<file path="src/rtl/bram_rd_streamer_if.sv">
// Bus bundle for the BRAM read streamer: command channel, BRAM read port and output stream.
// master = the streamer, slave = whatever drives commands, owns the BRAM and sinks the stream.
interface bram_rd_streamer_if #(
  parameter int DATA_WIDTH = 64,
  parameter int ADDR_WIDTH = 9,
  parameter int LEN_WIDTH  = 10
);
  logic                  cmd_valid;
  logic                  cmd_ready;
  logic [ADDR_WIDTH-1:0] cmd_addr;
  logic [LEN_WIDTH-1:0]  cmd_len;
  logic [ADDR_WIDTH-1:0] bram_addrb;
  logic                  bram_enb;
  logic                  bram_regceb;
  logic [DATA_WIDTH-1:0] bram_doutb;
  logic                  m_valid;
  logic                  m_ready;
  logic [DATA_WIDTH-1:0] m_data;
  logic                  m_last;

  modport master (
    input  cmd_valid, cmd_addr, cmd_len, bram_doutb, m_ready,
    output cmd_ready, bram_addrb, bram_enb, bram_regceb, m_valid, m_data, m_last
  );
  modport slave (
    output cmd_valid, cmd_addr, cmd_len, bram_doutb, m_ready,
    input  cmd_ready, bram_addrb, bram_enb, bram_regceb, m_valid, m_data, m_last
  );
endinterface

</file>
<file path="src/rtl/bram_rd_streamer.sv">
// Sequential BRAM reader: turns (addr, len) commands into a valid/ready stream with m_last.
// Reads are only issued while the skid FIFO has room for every word already in flight.
module bram_rd_streamer #(
  parameter int DATA_WIDTH = 64,
  parameter int ADDR_WIDTH = 9,
  parameter int LEN_WIDTH  = 10,
  parameter int RD_LATENCY = 2,
  parameter int FIFO_DEPTH = 4
) (
  input  logic                clk,
  input  logic                rstn,
  bram_rd_streamer_if.master  bus,
  output logic                busy
);
  localparam int PW = (FIFO_DEPTH > 1) ? $clog2(FIFO_DEPTH) : 1;
  localparam int CW = $clog2(FIFO_DEPTH + 1);

  typedef enum logic [1:0] {IDLE, RUN, DRAIN} state_e;

  state_e                state_q;
  logic [ADDR_WIDTH-1:0] addr_q;
  logic [LEN_WIDTH-1:0]  rem_q;
  logic [RD_LATENCY-1:0] vld_pipe_q, last_pipe_q;
  logic [DATA_WIDTH-1:0] data_mem_q [FIFO_DEPTH];
  logic                  last_mem_q [FIFO_DEPTH];
  logic [PW-1:0]         wr_ptr_q, rd_ptr_q;
  logic [CW-1:0]         cnt_q;

  int unsigned inflight;
  logic        credit_ok, issue, push, pop;

  always_comb begin
    inflight = 0;
    for (int i = 0; i < RD_LATENCY; i++) inflight += 32'(vld_pipe_q[i]);
  end

  assign credit_ok = (32'(cnt_q) + inflight) < 32'(FIFO_DEPTH);
  assign issue     = (state_q == RUN) && credit_ok;
  assign push      = vld_pipe_q[RD_LATENCY-1];
  assign pop       = bus.m_valid && bus.m_ready;

  assign bus.cmd_ready  = (state_q == IDLE);
  assign busy           = (state_q != IDLE);
  assign bus.bram_enb   = issue;
  assign bus.bram_addrb = addr_q;
  assign bus.m_valid    = (cnt_q != '0);
  assign bus.m_data     = data_mem_q[rd_ptr_q];
  assign bus.m_last     = bus.m_valid && last_mem_q[rd_ptr_q];

  // The output register only needs clocking in the cycle after a read was issued.
  generate
    if (RD_LATENCY == 2) begin : g_regce
      assign bus.bram_regceb = vld_pipe_q[0];
    end else begin : g_noregce
      assign bus.bram_regceb = 1'b0;
    end
  endgenerate

  always_ff @(posedge clk or negedge rstn) begin
    if (!rstn) begin
      state_q <= IDLE;
      addr_q  <= '0;
      rem_q   <= '0;
    end else begin
      case (state_q)
        IDLE: if (bus.cmd_valid) begin
          addr_q  <= bus.cmd_addr;
          rem_q   <= bus.cmd_len;
          state_q <= RUN;
        end
        RUN: if (issue) begin
          addr_q <= addr_q + 1'b1;
          rem_q  <= rem_q - 1'b1;
          if (rem_q == '0) state_q <= DRAIN;
        end
        DRAIN: if (pop && bus.m_last) state_q <= IDLE;
        default: state_q <= IDLE;
      endcase
    end
  end

  // {valid,last} travel alongside the read so the FIFO knows which BRAM cycle carries data.
  always_ff @(posedge clk or negedge rstn) begin
    if (!rstn) begin
      vld_pipe_q  <= '0;
      last_pipe_q <= '0;
    end else begin
      vld_pipe_q[0]  <= issue;
      last_pipe_q[0] <= issue && (rem_q == '0);
      for (int i = 1; i < RD_LATENCY; i++) begin
        vld_pipe_q[i]  <= vld_pipe_q[i-1];
        last_pipe_q[i] <= last_pipe_q[i-1];
      end
    end
  end

  always_ff @(posedge clk or negedge rstn) begin
    if (!rstn) begin
      for (int i = 0; i < FIFO_DEPTH; i++) begin
        data_mem_q[i] <= '0;
        last_mem_q[i] <= 1'b0;
      end
      wr_ptr_q <= '0;
      rd_ptr_q <= '0;
      cnt_q    <= '0;
    end else begin
      if (push) begin
        data_mem_q[wr_ptr_q] <= bus.bram_doutb;
        last_mem_q[wr_ptr_q] <= last_pipe_q[RD_LATENCY-1];
        wr_ptr_q <= (wr_ptr_q == PW'(FIFO_DEPTH-1)) ? '0 : wr_ptr_q + 1'b1;
      end
      if (pop) rd_ptr_q <= (rd_ptr_q == PW'(FIFO_DEPTH-1)) ? '0 : rd_ptr_q + 1'b1;
      cnt_q <= cnt_q + CW'(push) - CW'(pop);
    end
  end

  always_ff @(posedge clk) begin
    if (rstn) assert (!(push && cnt_q == CW'(FIFO_DEPTH)));
  end
endmodule
</file>
<file path="src/flat_wrapper.sv">
// flat-port wrapper written by rule: the top's interface ports become plain ports
module bram_rd_streamer_flat 
#(
  parameter int DATA_WIDTH = 64,
  parameter int ADDR_WIDTH = 9,
  parameter int LEN_WIDTH  = 10,
  parameter int RD_LATENCY = 2,
  parameter int FIFO_DEPTH = 4
)
  (clk, rstn, busy, bus_cmd_valid, bus_cmd_addr, bus_cmd_len, bus_bram_doutb, bus_m_ready, bus_cmd_ready, bus_bram_addrb, bus_bram_enb, bus_bram_regceb, bus_m_valid, bus_m_data, bus_m_last);
  bram_rd_streamer_if #(.DATA_WIDTH(DATA_WIDTH), .ADDR_WIDTH(ADDR_WIDTH), .LEN_WIDTH(LEN_WIDTH)) bus_i ();
  input  logic clk;
  input  logic rstn;
  output logic busy;
  input wire logic [$bits(bus_i.cmd_valid)-1:0] bus_cmd_valid;
  input wire logic [$bits(bus_i.cmd_addr)-1:0] bus_cmd_addr;
  input wire logic [$bits(bus_i.cmd_len)-1:0] bus_cmd_len;
  input wire logic [$bits(bus_i.bram_doutb)-1:0] bus_bram_doutb;
  input wire logic [$bits(bus_i.m_ready)-1:0] bus_m_ready;
  output wire logic [$bits(bus_i.cmd_ready)-1:0] bus_cmd_ready;
  output wire logic [$bits(bus_i.bram_addrb)-1:0] bus_bram_addrb;
  output wire logic [$bits(bus_i.bram_enb)-1:0] bus_bram_enb;
  output wire logic [$bits(bus_i.bram_regceb)-1:0] bus_bram_regceb;
  output wire logic [$bits(bus_i.m_valid)-1:0] bus_m_valid;
  output wire logic [$bits(bus_i.m_data)-1:0] bus_m_data;
  output wire logic [$bits(bus_i.m_last)-1:0] bus_m_last;
  assign bus_i.cmd_valid = bus_cmd_valid;
  assign bus_i.cmd_addr = bus_cmd_addr;
  assign bus_i.cmd_len = bus_cmd_len;
  assign bus_i.bram_doutb = bus_bram_doutb;
  assign bus_i.m_ready = bus_m_ready;
  assign bus_cmd_ready = bus_i.cmd_ready;
  assign bus_bram_addrb = bus_i.bram_addrb;
  assign bus_bram_enb = bus_i.bram_enb;
  assign bus_bram_regceb = bus_i.bram_regceb;
  assign bus_m_valid = bus_i.m_valid;
  assign bus_m_data = bus_i.m_data;
  assign bus_m_last = bus_i.m_last;
  bram_rd_streamer #(.DATA_WIDTH(DATA_WIDTH), .ADDR_WIDTH(ADDR_WIDTH), .LEN_WIDTH(LEN_WIDTH), .RD_LATENCY(RD_LATENCY), .FIFO_DEPTH(FIFO_DEPTH)) u_core (.clk(clk), .rstn(rstn), .bus(bus_i), .busy(busy));
endmodule
</file>
<file path="config.mk">
export PLATFORM = sky130hd
export DESIGN_NAME = bram_rd_streamer_flat
export DESIGN_NICKNAME = d
export VERILOG_FILES = /design/src/rtl/bram_rd_streamer_if.sv /design/src/rtl/bram_rd_streamer.sv /design/src/flat_wrapper.sv
export SDC_FILE = /design/constraint.sdc
export NUM_CORES = 1
export LEC_CHECK = 0
export BUFFER_PORTS_ARGS = -buffer_cell sky130_fd_sc_hd__buf_2
export CORE_MARGIN = 4
export CORE_UTILIZATION = 40
export DETAILED_ROUTE_END_ITERATION = 8
export GPL_ROUTABILITY_DRIVEN = 0
export HOLD_SLACK_MARGIN = 0.12
export PLACE_DENSITY = 0.6
export SLEW_MARGIN = 40
export SYNTH_ARGS = -nofsm -noshare
export SYNTH_HDL_FRONTEND = slang
export SYNTH_SLANG_ARGS = --single-unit
</file>
<file path="constraint.sdc">
create_clock -name clk -period 3.99 [get_ports clk]
set_input_delay 0.798 -clock clk [delete_from_list [all_inputs] [get_ports clk]]
set_output_delay 0.798 -clock clk [all_outputs]
set_load 0.005 [all_outputs]
</file>
After elaboration in Yosys (flattened, before gate mapping)
Cells that the tools add are included.
- muxes and demuxes: 25
- bitwise logic cells: 2
- reduce and logical (&&, ||, !) cells: 13
- add/subtract/negate cells: 8
- equal/unequal tests: 8
- order comparisons: 4
- operator list (cell ; number):
    $bwmux W256 ; 1
    $mux W64 ; 3
    $bmux W64 S2 ; 1
    $demux W64 S2 ; 1
    $add A3 B32 Y32 ; 1
    $lt A32 B3 Y1 const B ; 1
    $mux W10 ; 2
    $pmux W10 S2 ; 1
    $mux W9 ; 2
    $pmux W9 S2 ; 1
    $mux W2 ; 6
    $logic_not A10 Y1 ; 1
    $sub A10 B1 Y10 const B ; 1
    $add A9 B1 Y9 const B ; 1
    $eq A2 B2 Y1 const B ; 3
    $ge A3 B3 Y1 const B ; 2
    $logic_and A1 B1 Y1 ; 6
    $not A2 Y3 ; 2
    $pmux W2 S3 ; 1
    $add A2 B1 Y2 const B ; 2
    $bwmux W4 ; 1
    $ne A2 B1 Y1 const B ; 2
    $ne A2 B2 Y1 const B ; 2
    $reduce_and A4 Y1 ; 1
    other kinds (12) ; 15
- input bits: 87
- output and inout bits: 79
- register bits after elaboration: 292

Longest topological paths before layout
Gate-level depths: netlist of the first run.
- depth in word-level cells: 8
- mapped depth: 8
- depth with buffers taken out: 8

Worst setup path before layout of the first run
OpenSTA, ideal clock, no wires.
- path kind: flip-flop to output port
- start: register u_core.vld_pipe_q[1]
- end: output bus_bram_enb
- path buffers: 0
- required time: 3192 ps
- stages on the path, launching flop included: 5
- slack: 1627 ps
- data arrival time: 1565 ps
- path through: dfrtp_1 > ha_1 > ha_1 > a311o_1 > nor2_2
- word-level cells in the longest chain between the ends: 4
- ends and longest elaborated chain (element ; line ; text):
    start, declared ; bram_rd_streamer.sv:23 ; logic [RD_LATENCY-1:0] vld_pipe_q, last_pipe_q;
    start signal, assigned by index ; bram_rd_streamer.sv:91 ; vld_pipe_q[i] <= vld_pipe_q[i-1];
    $add A1 B1 Y2 ; bram_rd_streamer.sv:34 ; for (int i = 0; i < RD_LATENCY; i++) inflight += 32'(vld_pipe_q[i]);
    $add A3 B32 Y32 ; bram_rd_streamer.sv:37 ; assign credit_ok = (32'(cnt_q) + inflight) < 32'(FIFO_DEPTH);
    $lt A32 B3 Y1 ; bram_rd_streamer.sv:37 ;
    $logic_and A1 B1 Y1 ; bram_rd_streamer.sv:38 ; assign issue = (state_q == RUN) && credit_ok;
    end, declared ; flat_wrapper.sv:22 ; output wire logic [$bits(bus_i.bram_enb)-1:0] bus_bram_enb;
No other way between the ends.

Worst setup path in the final report of the first run
Same ends and word-level chain as after synthesis.

==> results of run 1 <==
## sequential cells by signal (all words and copies together) (netlist names)
name	flops
u_core.vld_pipe_q	2
u_core.cnt_q	3
u_core.last_pipe_q	2
u_core.wr_ptr_q	2
u_core.data_mem_q	256
u_core.rem_q	10
u_core.bus.bram_addrb	9
u_core.rd_ptr_q	2
u_core.last_mem_q	4
u_core.state_q	2
## cell families after synthesis
family / synth area share (%)
compound gates: 2.90
buf+inv: 2.30
flops: 56.5
mux: 34.3
xor+xnor: 0.135
fa+ha+maj: 1.22
simple gates: 2.68
## layout make-up
type	instances	area [sq um]	share of cell area (%)
Sequential cell	292	7310	48.0
Timing Repair Buffer	179	1010	6.63
Antenna cell	1	2.50	0.0164
Inverter	10	37.5	0.246
Clock inverter	7	91.3	0.599
Clock buffer	47	896	5.88
Tap cell	402	503	3.30
Multi-Input combinational cell	466	5390	35.3
## power by group
part / leakage, nW / internal (mW) / total, mW / switching (mW)
registers: 3.42 / 4.47 / 5.37 / 0.899
logic: 2.66 / 3.25 / 5.44 / 2.18
clock network: 0.482 / 1.66 / 2.80 / 1.13
total: 6.57 / 9.39 / 13.6 / 4.22
## layout by cell type (no fill, tap or decap), types with 2 or more instances in the layout
cell type  synthesis  final
dfrtp_1          292    290
clkbuf_1          14     10
nor3_1             6      6
a31oi_1            2      2
nor2b_1            2      2
nand2_8            0      3
o22ai_1            3      3
nor2_1            15     15
nand2_1           17     13
nand2b_1           3      3
ha_1              11     11
dfrtp_4            0      2
inv_1             10     10
mux2_2           262    262
xnor2_1            2      2
o211ai_1           2      2
buf_2             25    164
mux2i_1            2      2
buf_12             0      4
or3_1              2      2
clkbuf_8           0      6
bufinv_16          0      2
clkbuf_16          0     31
and2_1             3      3
mux4_2            65     65
o21ai_0           13     13
buf_4              5      9
nand3_1            6      6
a311oi_1           5      5
a21oi_1           15     15
nand4_1            3      3
a22oi_1            3      3
clkinv_2           0      3
## final timing paths
kind | from | to | cells after the start
setup / recovery | u_core.vld_pipe_q[1] | bus_bram_enb | 5
hold / removal | rstn | u_core.data_mem_q[149] | 1
setup reg to reg | u_core.vld_pipe_q[1] | u_core.rem_q[4] | 6
hold reg to reg | u_core.last_pipe_q[0] | u_core.last_pipe_q[1] | 0
max in group asynchronous | rstn | u_core.data_mem_q[50] | 2
min in group clk | u_core.last_pipe_q[0] | u_core.last_pipe_q[1] | 0
## worst reg2reg max path, delay by kind of cell, from the launching register on
kind	cells	cell delay, ns
compound gates	4	1.43
fa+ha+maj	2	0.51
flops	1	0.79
## routing by layer
metal  global-route usage (%)  share of wire [%]  vias up
met1                     22.4                 47     3894
met4                     3.22                1.5        2
met5                        0              0.047        -
met3                     3.03                4.7       36
met2                     24.8                 46      159
li1                         -                  -     3401
==> out/qor.yml, run 1 <==
status: "finished, final reports clean"
path_cells: "ha_1, ha_1, a311o_1, nor2_2, buf_2"
syn_inst: 818
layout_setup_ws_ns: 0.388
total_power_mw: 13.6
synth.avg_cell_area_sq_um: 15.8
rows: 65
crit_path_end_kind: "primary output"
dpl-instance-area_sq_mm: 0.0142
synth-async-reset-ratio_pct: 100
path_max_fanout: 9
antenna_found_initial: 2
cpMostUsedCell: "ha_1"
hp-class: "in -> async"
cts_max_level: 1
yosys-top-cells-count: "dfrtp_1, mux2_2, mux4_2"
arrival_ns: 2.80
seq_area_frac_synth_pct: 56.5
ant_nets: 0
cts_root_buf: "clkbuf_16"
final_layout_size_suffix_gt1_share_pct: 56.1
post-place-ws_ns: 0.952
worst-path-buf-inv: 1
final_core_util_pct: 48.1
fmax_mhz: 278
nets: 1079
ys.flop_type: "dfrtp_1"
ff2ff_setup_slack_ns: 1.14
grt_pass1_wl_um: 45000
crit_path_top_delay_cell: "dfrtp_1"
first_global_vias: 8144
synth_edf_count: 0
via_per_inst: 5.34
cts.sink_count: 292
drt-pass1-iter-count: 4
yosys.area.top_type: "dfrtp_1"
min_period_over_period_pct: 90.3
hpwl_um: 16800
dp.cells: 1348
synth_cell_type_count: 52
post_cts_buffers: 0
syn_area_sq_mm: 0.0129
ir_worst_vdd_mv: 0.367
ys_ff_latch: 292
drt_iter0_drc: 282
startpoint_type: "flop"
postLayoutCellArea_sq_mm: 0.0152
crit_family: "flip-flops"
hold_violations: 0
ctsHoldBuffers: 0
finalSetupViolCount: 0
routed_wirelength_um: 27500
synthMostInstantiatedCell: "dfrtp_1"
port_buffers: 165
drv_cap: 0
cts_tree: "built"
fin_tns_setup_ns: 0
cts_made_buffers: 31
maxSlewHeadroom_pct: 51.6
drv_slew: 0
grt_start_max_net_pins: 101
ctsResizeCount: 0
powerDensity_mw_per_mm2: 893
core_sq_mm: 0.0317
cp.required_ns: 3.19
die_w_um: 188
ios: 166
synth.area.top_cells: "dfrtp_1, mux2_2, mux4_2"
synth_nets: 917
tightest_slew_ns: 0.725
path_clk_slew_ns: 0.06
synth_top_area_share_pct: 56.5
grtUsageTotal_pct: 15.5
skew_ns: 0.0120
post_drt_wl_per_cell_um: 19.6
fill_cells: 2771
grt_overflow: 0
ys_warn_count: 0
drc_errors: 0
leakagePower_nw: 6.57
period_needed_ns: 3.60
die_h_um: 188
vias: 7492
crit_type: "reg -> out"
timing.hold.ws_ns: 0.178
fin_cells: 1404
start_util_pct: 40.8
max_stage_delay_ns: 0.79
area.growth.synth_to_final_pct: 17.8
clk_latency_ns: 0.55
design.die.area_sq_mm: 0.0353
clockBufferDepth: 3
rsz0062_at_grt: "no"
(Power assumes the default switching activity.)
==> run 2, diff against run 1 <==
- PLACE_DENSITY: 0.6 -> 0.64
- RECOVER_POWER: unset -> 100
==> out/qor.yml, run 2 (synthesized netlist as in run 1, its figures left out) <==
final_layout_size_suffix_gt1_share_pct: 52.1  # was 56.1%
cts_root_buf: "clkbuf_16"  # unchanged
via_per_inst: 5.40  # was 5.34
startpoint_type: "flop"  # unchanged
min-delay-start: "u_core.last_pipe_q[0]"
hold_violations: 0  # unchanged
drv_slew: 358  # was 0
startpoint: "u_core.rd_ptr_q[0]"  # was u_core.vld_pipe_q[1]
clk_latency_ns: 0.50  # was 0.55 ns
cts_max_level: 2  # was 1
drc_errors: 0  # unchanged
most-common-layout-cells: "dfrtp_1, mux2_2, buf_2"  # unchanged
grt_pass1_wl_um: 45500  # was 45000 um
ant_nets: 0  # unchanged
area.growth.synth_to_final_pct: 18.0  # was 17.8%
fin_tns_setup_ns: 0  # unchanged
layout_setup_ws_ns: 0.484  # was 0.388 ns
top_register: "u_core.data_mem_q"  # unchanged
fmax_mhz: 285  # was 278 MHz
ctsHoldBuffers: 0  # unchanged
min_path_cells: 0
drt_iter0_drc: 364  # was 282
leakagePower_nw: 6.52  # was 6.57 nW
design.die.area_sq_mm: 0.0353  # unchanged
ff2ff_setup_slack_ns: 0.50  # was 1.14 ns
skew_ns: 0.0122  # was 0.0120 ns
r2r_cells: 5  # was 6
post_cts_buffers: 0  # unchanged
start_util_pct: 40.8  # unchanged
min_period_over_period_pct: 87.9  # was 90.3%
ir_worst_vdd_mv: 0.420  # was 0.367 mV
largest_register_ffs: 256  # unchanged
drv_cap: 6  # was 0
tightest_slew_ns: 2.40  # was 0.725 ns
crit_path_end_kind: "primary output"  # unchanged
violations: "capacitance limit, slew limit"
vias: 7606  # was 7492
cts.sink_count: 292  # unchanged
ctsResizeCount: 0  # unchanged
maxSlewHeadroom_pct: -59.9  # was 51.6%
postLayoutCellArea_sq_mm: 0.0153  # was 0.0152 sq mm
dpl-instance-area_sq_mm: 0.0142  # about the same
first_global_vias: 8378  # was 8144
nets: 1081  # was 1079
core_sq_mm: 0.0317  # unchanged
drt-pass1-iter-count: 4  # unchanged
cp.required_ns: 3.19  # about the same
period_needed_ns: 3.51  # was 3.60 ns
grt_overflow: 0  # unchanged
cts_made_buffers: 35  # was 31
path_clk_slew_ns: 0.05  # was 0.06 ns
arrival_ns: 2.71  # was 2.80 ns
cts_tree: "built"  # unchanged
die_h_um: 188  # unchanged
rsz0062_at_grt: "no"  # unchanged
timing.hold.ws_ns: 0.347  # was 0.178 ns
ios: 166  # unchanged
multi_input_area_sq_mm: 0.00533  # was 0.00539 sq mm
rows: 65  # unchanged
post-place-ws_ns: 0.962  # was 0.952 ns
grtUsageTotal_pct: 15.7  # was 15.5%
finalSetupViolCount: 0  # unchanged
clockBufferDepth: 3  # unchanged
crit_type: "reg -> out"  # unchanged
seq_area_sq_mm: 0.00731  # about the same
routed_wirelength_um: 27300  # was 27500 um
hpwl_um: 16700  # was 16800 um
antenna_found_initial: 2  # unchanged
r2r_start: "u_core.wr_ptr_q[0]"  # was u_core.vld_pipe_q[1]
hp-class: "reg -> reg"  # was in -> async
port_buffers: 165  # unchanged
die_w_um: 188  # unchanged
post_drt_wl_per_cell_um: 19.4  # was 19.6 um
final_common_cell: "dfrtp_1"  # unchanged
powerDensity_mw_per_mm2: 915  # was 893 mW/mm^2
fill_cells: 2785  # was 2771
status: "finished, violations left"  # was finished, final reports clean
path_max_fanout: 20  # was 9
grt_start_max_net_pins: 94  # was 101
## run 2: cell type report
cell class | count | share of cell area, %
antenna | 1 | 0.0164
tap | 402 | 3.30
sequential | 292 | 47.9
inverter | 10 | 0.246
clock inverter | 7 | 0.721
clock buffer | 54 | 7.21
multi-input combinational | 466 | 34.9
timing repair buffer | 177 | 5.71
## run 2: per-layer routing
metal	vias up	global-route usage (%)	share of wire, %
li1	3403	-	-
met1	3974	21.8	45
met2	174	25.4	48
met3	51	3.16	4.7
met4	4	4.12	2.0
met5	-	0	0.095
## run 2: per-stage QoR
stage / cells / utilization [%] / power [mW]
finish: 1409 / 48.1 / 14.0
CTS: 1407 / 48.6 / 14.3
detailed placement: 1346 / 44.8 / 11.0
global placement: 1346 / 44.7 / 10.8
floorplan: 818 / - / 9.08
global route: 1408 / 48.1 / 14.9
## run 2: power by group
| group | leakage (nW) | switching [mW] | internal, mW |
|---|---|---|---|
| Sequential | 3.42 | 0.912 | 4.47 |
| Clock | 0.600 | 1.18 | 2.08 |
| Combinational | 2.50 | 2.14 | 3.17 |
| Total | 6.52 | 4.24 | 9.73 |
## run 2: worst max-delay path, cell delays in order, from the launching register on
cell and delay, ns:
dfrtp_1 0.71, clkbuf_2 0.72, mux4_2 0.62, buf_2 0.15
## run 2: worst paths after layout
| path | end |
|---|---|
| max | bus_m_data[30] |
| max in group asynchronous | u_core.data_mem_q[15] |
| min reg2reg | u_core.last_pipe_q[1] |
| min in group asynchronous | u_core.data_mem_q[20] |
| max reg2reg | u_core.data_mem_q[232] |
| min | u_core.last_pipe_q[1] |
==> run 3, diff against run 2 <==
- CORE_UTILIZATION: 40 -> 43
- PLACE_DENSITY: 0.64 -> unset
==> out/qor.yml, run 3 (synthesized netlist as in run 1, its figures left out) <==
top_register: "u_core.data_mem_q"  # unchanged
port_buffers: 165  # unchanged
clk_latency_ns: 0.49  # was 0.50 ns
largest_register_ffs: 256  # unchanged
period_needed_ns: 3.72  # was 3.51 ns
crit_path_top_delay_cell: "dfrtp_1"  # was clkbuf_2
r2r-end: "u_core.rem_q[4]"  # was u_core.data_mem_q[232]
die_w_um: 181  # was 188 um
leakagePower_nw: 6.44  # was 6.52 nW
startpoint_type: "flop"  # unchanged
cts_max_level: 2  # unchanged
routed_wirelength_um: 27100  # was 27300 um
fmax_mhz: 269  # was 285 MHz
grt_start_max_net_pins: 97  # was 94
r2r_start: "u_core.vld_pipe_q[1]"  # was u_core.wr_ptr_q[0]
post-place-ws_ns: 0.883  # was 0.962 ns
path_max_fanout: 27  # was 20
drc_errors: 0  # unchanged
drv_cap: 7  # was 6
ir_worst_vdd_mv: 0.458  # was 0.420 mV
rows: 63  # was 65
worst-path-buf-inv: 3  # was 2
drv_slew: 493  # was 358
maxSlewHeadroom_pct: -72.1  # was -59.9%
grtUsageTotal_pct: 16.8  # was 15.7%
ff2ff_setup_slack_ns: 0.70  # was 0.50 ns
ctsResizeCount: 0  # unchanged
arrival_ns: 2.93  # was 2.71 ns
r2r_cells: 6  # was 5
tightest_slew_ns: 2.58  # was 2.40 ns
cts_tree: "built"  # unchanged
grt_overflow: 0  # unchanged
crit_path_end_kind: "primary output"  # unchanged
crit_type: "reg -> out"  # unchanged
ant_nets: 0  # unchanged
fin_tns_setup_ns: 0  # unchanged
grt_pass1_wl_um: 45400  # was 45500 um
via_per_inst: 5.45  # was 5.40
start_util_pct: 43.6  # was 40.8%
hpwl_um: 16300  # was 16700 um
violations: "capacitance limit, slew limit"  # unchanged
cts.sink_count: 292  # unchanged
vias: 7587  # was 7606
layout_setup_ws_ns: 0.266  # was 0.484 ns
hp-class: "in -> async"  # was reg -> reg
cp.required_ns: 3.19  # about the same
first_global_vias: 8291  # was 8378
most-common-layout-cells: "dfrtp_1, mux2_2, buf_2"  # unchanged
final_common_cell: "dfrtp_1"  # unchanged
powerDensity_mw_per_mm2: 909  # was 915 mW/mm^2
design.die.area_sq_mm: 0.0329  # was 0.0353 sq mm
clockBufferDepth: 3  # unchanged
antenna_found_initial: 1  # was 2
path_clk_slew_ns: 0.06  # was 0.05 ns
min_period_over_period_pct: 93.3  # was 87.9%
post_drt_wl_per_cell_um: 19.4  # about the same
hold_violations: 0  # unchanged
crit_family: "flip-flops"  # was buffers and inverters
post_cts_buffers: 0  # unchanged
finalSetupViolCount: 0  # unchanged
max_stage_delay_ns: 1.29  # was 0.72 ns
status: "finished, violations left"  # unchanged
rsz0062_at_grt: "no"  # unchanged
cts_root_buf: "clkbuf_16"  # unchanged
drt_iter0_drc: 288  # was 364
drt-pass1-iter-count: 4  # unchanged
die_h_um: 181  # was 188 um
path_cells: "buf_12, clkbuf_2, mux4_2, buf_2"  # was clkbuf_2, mux4_2, buf_2
final_layout_size_suffix_gt1_share_pct: 50.9  # was 52.1%
ios: 166  # unchanged
skew_ns: 0.0167  # was 0.0122 ns
area.growth.synth_to_final_pct: 16.9  # was 18.0%
core_sq_mm: 0.0296  # was 0.0317 sq mm
ctsHoldBuffers: 0  # unchanged
cts_made_buffers: 34  # was 35
nets: 1078  # was 1081
==> run 3: cell types whose count changed in the layout (fill, tap and decap cells not counted), sizes merged <==
cell    before  now
buf        128  122
clkinv       4    8
bufinv       3    2
clkbuf     103  102
==> run 3: final cells by class <==
| class | instances | area, sq um |
|---|---|---|
| clock buffers | 49 | 991 |
| repair buffers | 175 | 860 |
| fillers | 2592 | 14500 |
| flip-flops and latches | 292 | 7310 |
| multi-input cells | 466 | 5330 |
| diodes | 1 | 2.50 |
| clock inverters | 10 | 104 |
| inverters | 10 | 37.5 |
| well taps | 390 | 488 |
==> run 3: through the flow <==
step | total power [mW] | util [%] | hold WS, ns | instances | instance area (sq um)
3_3_place_gp | 10.8 | 47.7 | 0.334 | 1332 | 14100
3_5_place_dp | 11.0 | 47.8 | 0.354 | 1332 | 14200
6_report | 13.7 | 51.0 | 0.231 | 1393 | 15100
5_1_grt | 14.7 | 51.0 | 0.255 | 1392 | 15100
4_1_cts | 14.1 | 51.5 | 0.246 | 1391 | 15300
2_1_floorplan | 9.08 | - | 0.331 | 818 | 12900
==> run 3: worst max-delay path by stage <==
stage,from,end,slack [ns],cells after the start
2_1_floorplan,u_core.vld_pipe_q[1],bus_bram_enb,1.63,4
3_3_place_gp,u_core.vld_pipe_q[1],bus_bram_enb,1.20,5
3_5_place_dp,u_core.vld_pipe_q[1],bus_bram_enb,0.88,5
4_1_cts,u_core.vld_pipe_q[1],bus_bram_enb,0.34,5
5_1_grt,u_core.rd_ptr_q[1],bus_m_data[35],0.13,4
6_report,u_core.rd_ptr_q[1],bus_m_data[35],0.27,4
==> run 3: power by group <==
part	internal (mW)	switching [mW]
combinational	3.20	2.16
clock	1.85	1.17
sequential	4.47	0.886
total	9.52	4.21
==> run 3: worst reg2reg max path, cell delays in order, from the launching register on <==
cell and delay [ns]:
dfrtp_1 0.49, ha_1 0.24, ha_1 0.29, a311o_1 0.41, o21ai_1 1.12, a21boi_0 0.28, a221o_1 0.34
==> run 3: per-layer routing <==
metal / GRT usage [%] / up-vias / wire, um
li1: - / 3392 / -
met1: 24.3 / 3986 / 12500
met2: 26.7 / 174 / 12700
met3: 3.63 / 33 / 1370
met4: 3.60 / 2 / 415
met5: 0 / - / 13
